`src/rtl/db_pkg.sv`:
```
// Shared types and defaults for the two-channel switch debouncer.
// Holds the per-channel state encoding and the Moore output decode.
package db_pkg;

  // 20 ms at 100 MHz
  localparam int DB_TICKS_DEFAULT = 2_000_000;

  typedef enum logic [1:0] {
    ZERO  = 2'b00,
    WAIT1 = 2'b01,
    ONE   = 2'b10,
    WAIT0 = 2'b11
  } db_state_t;

  // Debounced level: high once a rising edge has been accepted and until a fall is accepted.
  function automatic logic db_level(input db_state_t s);
    return (s == ONE) || (s == WAIT0);
  endfunction

endpackage

```
`src/rtl/db_channel.sv`:
```
// One debounce channel: 2-flop synchronizer, ZERO/WAIT1/ONE/WAIT0 FSM, down-counter, rising-edge tick.
// Latency DB_TICKS+3 edges for a clean step in either direction; no backpressure, output is a free-running level.
module db_channel
  import db_pkg::*;
#(
  parameter int DB_TICKS = DB_TICKS_DEFAULT
) (
  input  logic clk,
  input  logic reset_n,
  input  logic raw,
  output logic db,
  output logic tick
);

  localparam int            CW       = $clog2(DB_TICKS);
  localparam logic [CW-1:0] CNT_LOAD = CW'(DB_TICKS - 1);
  localparam logic [CW-1:0] CNT_ONE  = CW'(1);

  logic          meta_q, meta_d;
  logic          sync_q, sync_d;
  db_state_t     state_q, state_d;
  logic [CW-1:0] cnt_q, cnt_d;
  logic          db_q, db_d;
  logic          tick_q, tick_d;

  always_comb begin
    meta_d  = raw;
    sync_d  = meta_q;
    state_d = state_q;
    cnt_d   = cnt_q;
    tick_d  = 1'b0;

    // The counter is only decremented while non-zero, so it never wraps.
    case (state_q)
      ZERO: begin
        if (sync_q) begin
          state_d = WAIT1;
          cnt_d   = CNT_LOAD;
        end
      end
      WAIT1: begin
        if (!sync_q) begin
          state_d = ZERO;
        end else if (cnt_q == '0) begin
          state_d = ONE;
          tick_d  = 1'b1;
        end else begin
          cnt_d = cnt_q - CNT_ONE;
        end
      end
      ONE: begin
        if (!sync_q) begin
          state_d = WAIT0;
          cnt_d   = CNT_LOAD;
        end
      end
      WAIT0: begin
        if (sync_q) begin
          state_d = ONE;
        end else if (cnt_q == '0) begin
          state_d = ZERO;
        end else begin
          cnt_d = cnt_q - CNT_ONE;
        end
      end
      default: begin
        state_d = ZERO;
        cnt_d   = '0;
      end
    endcase

    db_d = db_level(state_d);
  end

  always_ff @(posedge clk or negedge reset_n) begin
    if (!reset_n) begin
      meta_q  <= 1'b0;
      sync_q  <= 1'b0;
      state_q <= ZERO;
      cnt_q   <= '0;
      db_q    <= 1'b0;
      tick_q  <= 1'b0;
    end else begin
      meta_q  <= meta_d;
      sync_q  <= sync_d;
      state_q <= state_d;
      cnt_q   <= cnt_d;
      db_q    <= db_d;
      tick_q  <= tick_d;
    end
  end

  assign db   = db_q;
  assign tick = tick_q;

endmodule

```
`src/rtl/input_debouncer.sv`:
```
// Two independent debounce channels (a, b) for bouncing switch/button inputs.
// Latency DB_TICKS+3 edges per clean step; no backpressure, outputs are levels plus one-cycle rising ticks.
module input_debouncer
  import db_pkg::*;
#(
  parameter int DB_TICKS = DB_TICKS_DEFAULT
) (
  input  logic clk,
  input  logic reset_n,
  input  logic a_raw,
  input  logic b_raw,
  output logic a_db,
  output logic b_db,
  output logic a_tick,
  output logic b_tick
);

  db_channel #(.DB_TICKS(DB_TICKS)) u_ch_a (
    .clk     (clk),
    .reset_n (reset_n),
    .raw     (a_raw),
    .db      (a_db),
    .tick    (a_tick)
  );

  db_channel #(.DB_TICKS(DB_TICKS)) u_ch_b (
    .clk     (clk),
    .reset_n (reset_n),
    .raw     (b_raw),
    .db      (b_db),
    .tick    (b_tick)
  );

endmodule

```
`config.mk`:
```
export PLATFORM = sky130hd
export DESIGN_NAME = input_debouncer
export DESIGN_NICKNAME = d
export VERILOG_FILES = /design/src/rtl/db_pkg.sv /design/src/rtl/db_channel.sv /design/src/rtl/input_debouncer.sv
export SDC_FILE = /design/constraint.sdc
export NUM_CORES = 1
export LEC_CHECK = 0
export CORE_UTILIZATION = 55
export DETAILED_ROUTE_END_ITERATION = 6
export GPL_ROUTABILITY_DRIVEN = 0
export GPL_TIMING_DRIVEN = 1
export PLACE_DENSITY = 0.75
export SYNTH_ARGS = -nofsm -noshare
export SYNTH_HDL_FRONTEND = slang
export SYNTH_SLANG_ARGS = --single-unit
```
`constraint.sdc`:
```
create_clock -name clk -period 2 [get_ports clk]
set_input_delay 0.3 -clock clk [delete_from_list [all_inputs] [get_ports clk]]
set_output_delay 0.3 -clock clk [all_outputs]
set_load 0.02 [all_outputs]
```
==> impl_metrics.toml <==
[yosys]
yosysSeqAreaShare = 0.499
yosys-mux-area-fraction = 0.0212
syn_nets = 273
yosys.area_share.simple = 0.260
synth_adder_area_share = 0.00923
syn_area_um2 = 2710
synth_top_area_cell = "dfrtp_1"
syn_area_per_cell_um2 = 10.2
synth_top_cell_area_share = 0.499
synth_top_family_by_area = "simple AND/OR/NAND/NOR gates"
synthTopCellsByArea = "dfrtp_1 (50%), xnor2_1 (5.8%), nand2_1 (3.9%)"
synth_xor_xnor_area_share = 0.0706
synth.distinct_cells = 52
synth_seq_cells = 54
synth_compound_area_frac = 0.122
synth_warnings = 0
syn_inst = 267

[worst_setup_path]
critPathMaxFanout = 4
crit_required_ns = 2.20
startpoint_type = "register"
crit_arrival_ns = 2.24
endpoint_kind = "register"
worstSetupPathType = "register to register"

[sta]
fin_worst_skew_ns = 0.00724
worstMarginPinSlew_ns = 0.449
timing.final.crit_share = 1.02
finalHoldWorstSlack_ns = 0.356
relSlewSlack = 0.700
fin_ws_ns = -0.0442
fin_setup_tns_ns = -0.0894
rsz0062_at_grt = "true"
max_freq_mhz = 489
setup_viol = 3
maxSlewViolCount = 0
hold_viol_final = 0
period_minus_slack_ns = 2.04

[clock_network]
cts_sinks = 54
cts_tree = "built"
clockRootBuffer = "clkbuf_8"
clock_latency_ns = 0.31
h-tree-depth = 2
cts_made_buffers = 5
path_clk_slew_ns = 0.09
cts_buffer_depth = 2

[power_and_ir_drop]
ir_drop_mv = 0.409
p_sw_mw = 0.483
p_seq_frac = 0.520
power_density_nw_per_um2 = 646
switching_share = 0.218
pwr-share-clk = 0.402
p_comb_frac = 0.078
internal-power_mw = 1.73
p_total_mw = 2.22
p_leak_nw = 1.36

[drt]
drc = 0
drt-vias-per-instance = 5.72
drtIter0Drc = 145
routed_wl_um = 6050
wl_per_cell_um = 15.6
drt_pass1_iterations = 4
via_count = 2212
ant_nets = 0

[floorplanning]
coreArea_um2 = 4720
rows = 25
initial_core_util = 0.574
die_y_um = 72.2
die_x_um = 72.2
ios = 8
die_area_um2 = 5210

[final_layout]
syn2layout_area_growth_pct = 26.5
final_layout_size_suffix_gt1_frac = 0.247
stdcell_count = 387
nets = 325
num-fill-cells = 322
fin_util = 0.726
n_antenna_cell = 0
stdcell_area_um2 = 3430

[grt]
grt_pass1_wl_um = 9780
antenna_found_initial = 0
grt_pass1_vias = 2071
global_route.overflow_total = 0
grt_max_degree = 55
grt_usage = 0.243

[placed_design]
dp_hpwl_um = 4110
dpl.cell_count = 373
place_ws_ns = -0.0475
io_buffers = 7
placed_area_um2 = 3140

[run_status]
status = "finished with violations"
violations = "setup timing"

[worst_hold_path]
hold_path.class = "register to register"

[run]
cap_violations = 0
cell type report:
type	instances	area, um2	area share
multi-input combinational	202	1420	0.413
sequential	54	1350	0.394
timing repair buffer	50	410	0.120
tap	67	83.8	0.0244
clock buffer	6	82.6	0.0241
clock inverter	2	60.1	0.0175
inverter	6	22.5	0.00657
power groups by stage:
stage | logic [mW] | registers, mW | clock network [mW]
finish | 0.173 | 1.15 | 0.892
global placement | 0.154 | 1.17 | 0
global route | 0.195 | 1.16 | 0.945
detailed placement | 0.158 | 1.17 | 0
CTS | 0.161 | 1.15 | 0.912
floorplan | 0.0674 | 1.17 | 0
layer usage:
layer  GRT usage  routed length [um]  up-vias
met5           0                   0        -
met4      0.0741                  53        0
met3      0.0458                 219        5
met2       0.364                2790       38
met1       0.358                2980     1080
li1            -                   -     1089
cell usage after synthesis (all sizes together):
master / n
a31oi: 2
a2111oi: 3
o311a: 1
or3: 7
nor2b: 1
and3: 4
and4: 2
a311oi: 3
o21ai: 3
dfrtp: 54
o31a: 1
or4: 9
buf: 1
nor2: 29
o211ai: 3
nor4: 11
a211oi: 4
a221o: 2
and2: 4
ha: 2
a21bo: 1
nor3: 12
inv: 6
a21oi: 13
nor4b: 2
nand2: 28
mux2i: 2
xor2: 3
nand4: 3
and4b: 1
mux2: 3
or3b: 1
clkbuf: 4
nor3b: 1
and3b: 1
nand3: 7
o41ai: 2
a31o: 1
xnor2: 18
o31ai: 7
nand2b: 5
worst paths after layout:
kind                            depth (start not counted)       startpoint  slack (ns)                to
worst max-delay path                                    7  u_ch_a.cnt_q[0]       -0.04   u_ch_a.cnt_q[0]
worst min-delay path                                    0    u_ch_a.meta_q        0.36     u_ch_a.sync_q
worst max register to register                          7  u_ch_a.cnt_q[0]       -0.04   u_ch_a.cnt_q[0]
worst min register to register                          0    u_ch_a.meta_q        0.36     u_ch_a.sync_q
max in group asynchronous                               3          reset_n        1.25  u_ch_a.cnt_q[11]
min in group asynchronous                               3          reset_n        0.51   u_ch_b.cnt_q[6]
flip-flops by register name, indices dropped and copies added (netlist names):
register / cells
u_ch_a.state_q: 2
u_ch_b.tick: 1
u_ch_a.tick: 1
u_ch_a.db: 1
u_ch_b.cnt_q: 21
u_ch_b.db: 1
u_ch_a.sync_q: 1
u_ch_b.state_q: 2
u_ch_b.meta_q: 1
u_ch_a.meta_q: 1
u_ch_a.cnt_q: 21
u_ch_b.sync_q: 1
worst max-delay path, stage by stage, from the launching register on:
cell     delay (ns)
dfrtp_1        0.39
inv_1          0.07
ha_2           0.17
or3b_4         0.41
or3_4          0.36
nor2_4         0.16
nor2_4         0.07
mux2_4         0.30
cell usage in the layout (no fill, tap or decap), types with 2 or more instances in the layout:
cell type,Yosys,layout
dfrtp_1,54,53
a31oi_1,2,2
nand2b_1,5,4
buf_4,0,39
or3_1,6,6
mux2i_1,2,2
nand3_1,7,7
nor3_1,11,11
nor2_1,27,27
or4_4,1,3
o31ai_1,7,7
clkbuf_8,0,6
xnor2_1,18,18
a2111oi_1,0,2
xor2_1,2,2
a211oi_1,4,2
a311oi_1,3,2
a21oi_1,13,13
clkdlybuf4s50_1,0,6
and2_1,3,3
and3_1,4,4
buf_6,1,2
bufinv_16,0,2
nor2_4,1,2
nor4_2,0,5
nand2_1,28,28
nor4_1,11,6
or4_1,8,6
mux2_2,2,2
a221o_1,2,2
o21ai_0,2,2
and4_1,2,2
nand4_1,3,3
o41ai_1,2,2
inv_1,6,5
o211ai_1,3,3
timing repair:
item,in CTS,in global routing
resized for setup,4,20
buffers inserted,0,5
pin swaps,0,6
endpoints found under the setup margin,7,28
endpoints found under the hold margin,54,0
cloned,0,0
hold buffers,1,0
logic make-up after synthesis:
group | count (synthesis)
xor+xnor | 21
compound gates | 46
mux | 5
fa+ha+maj | 2
flops | 54
buf+inv | 11
simple gates | 128
Power figures use the tool's default switching activity.
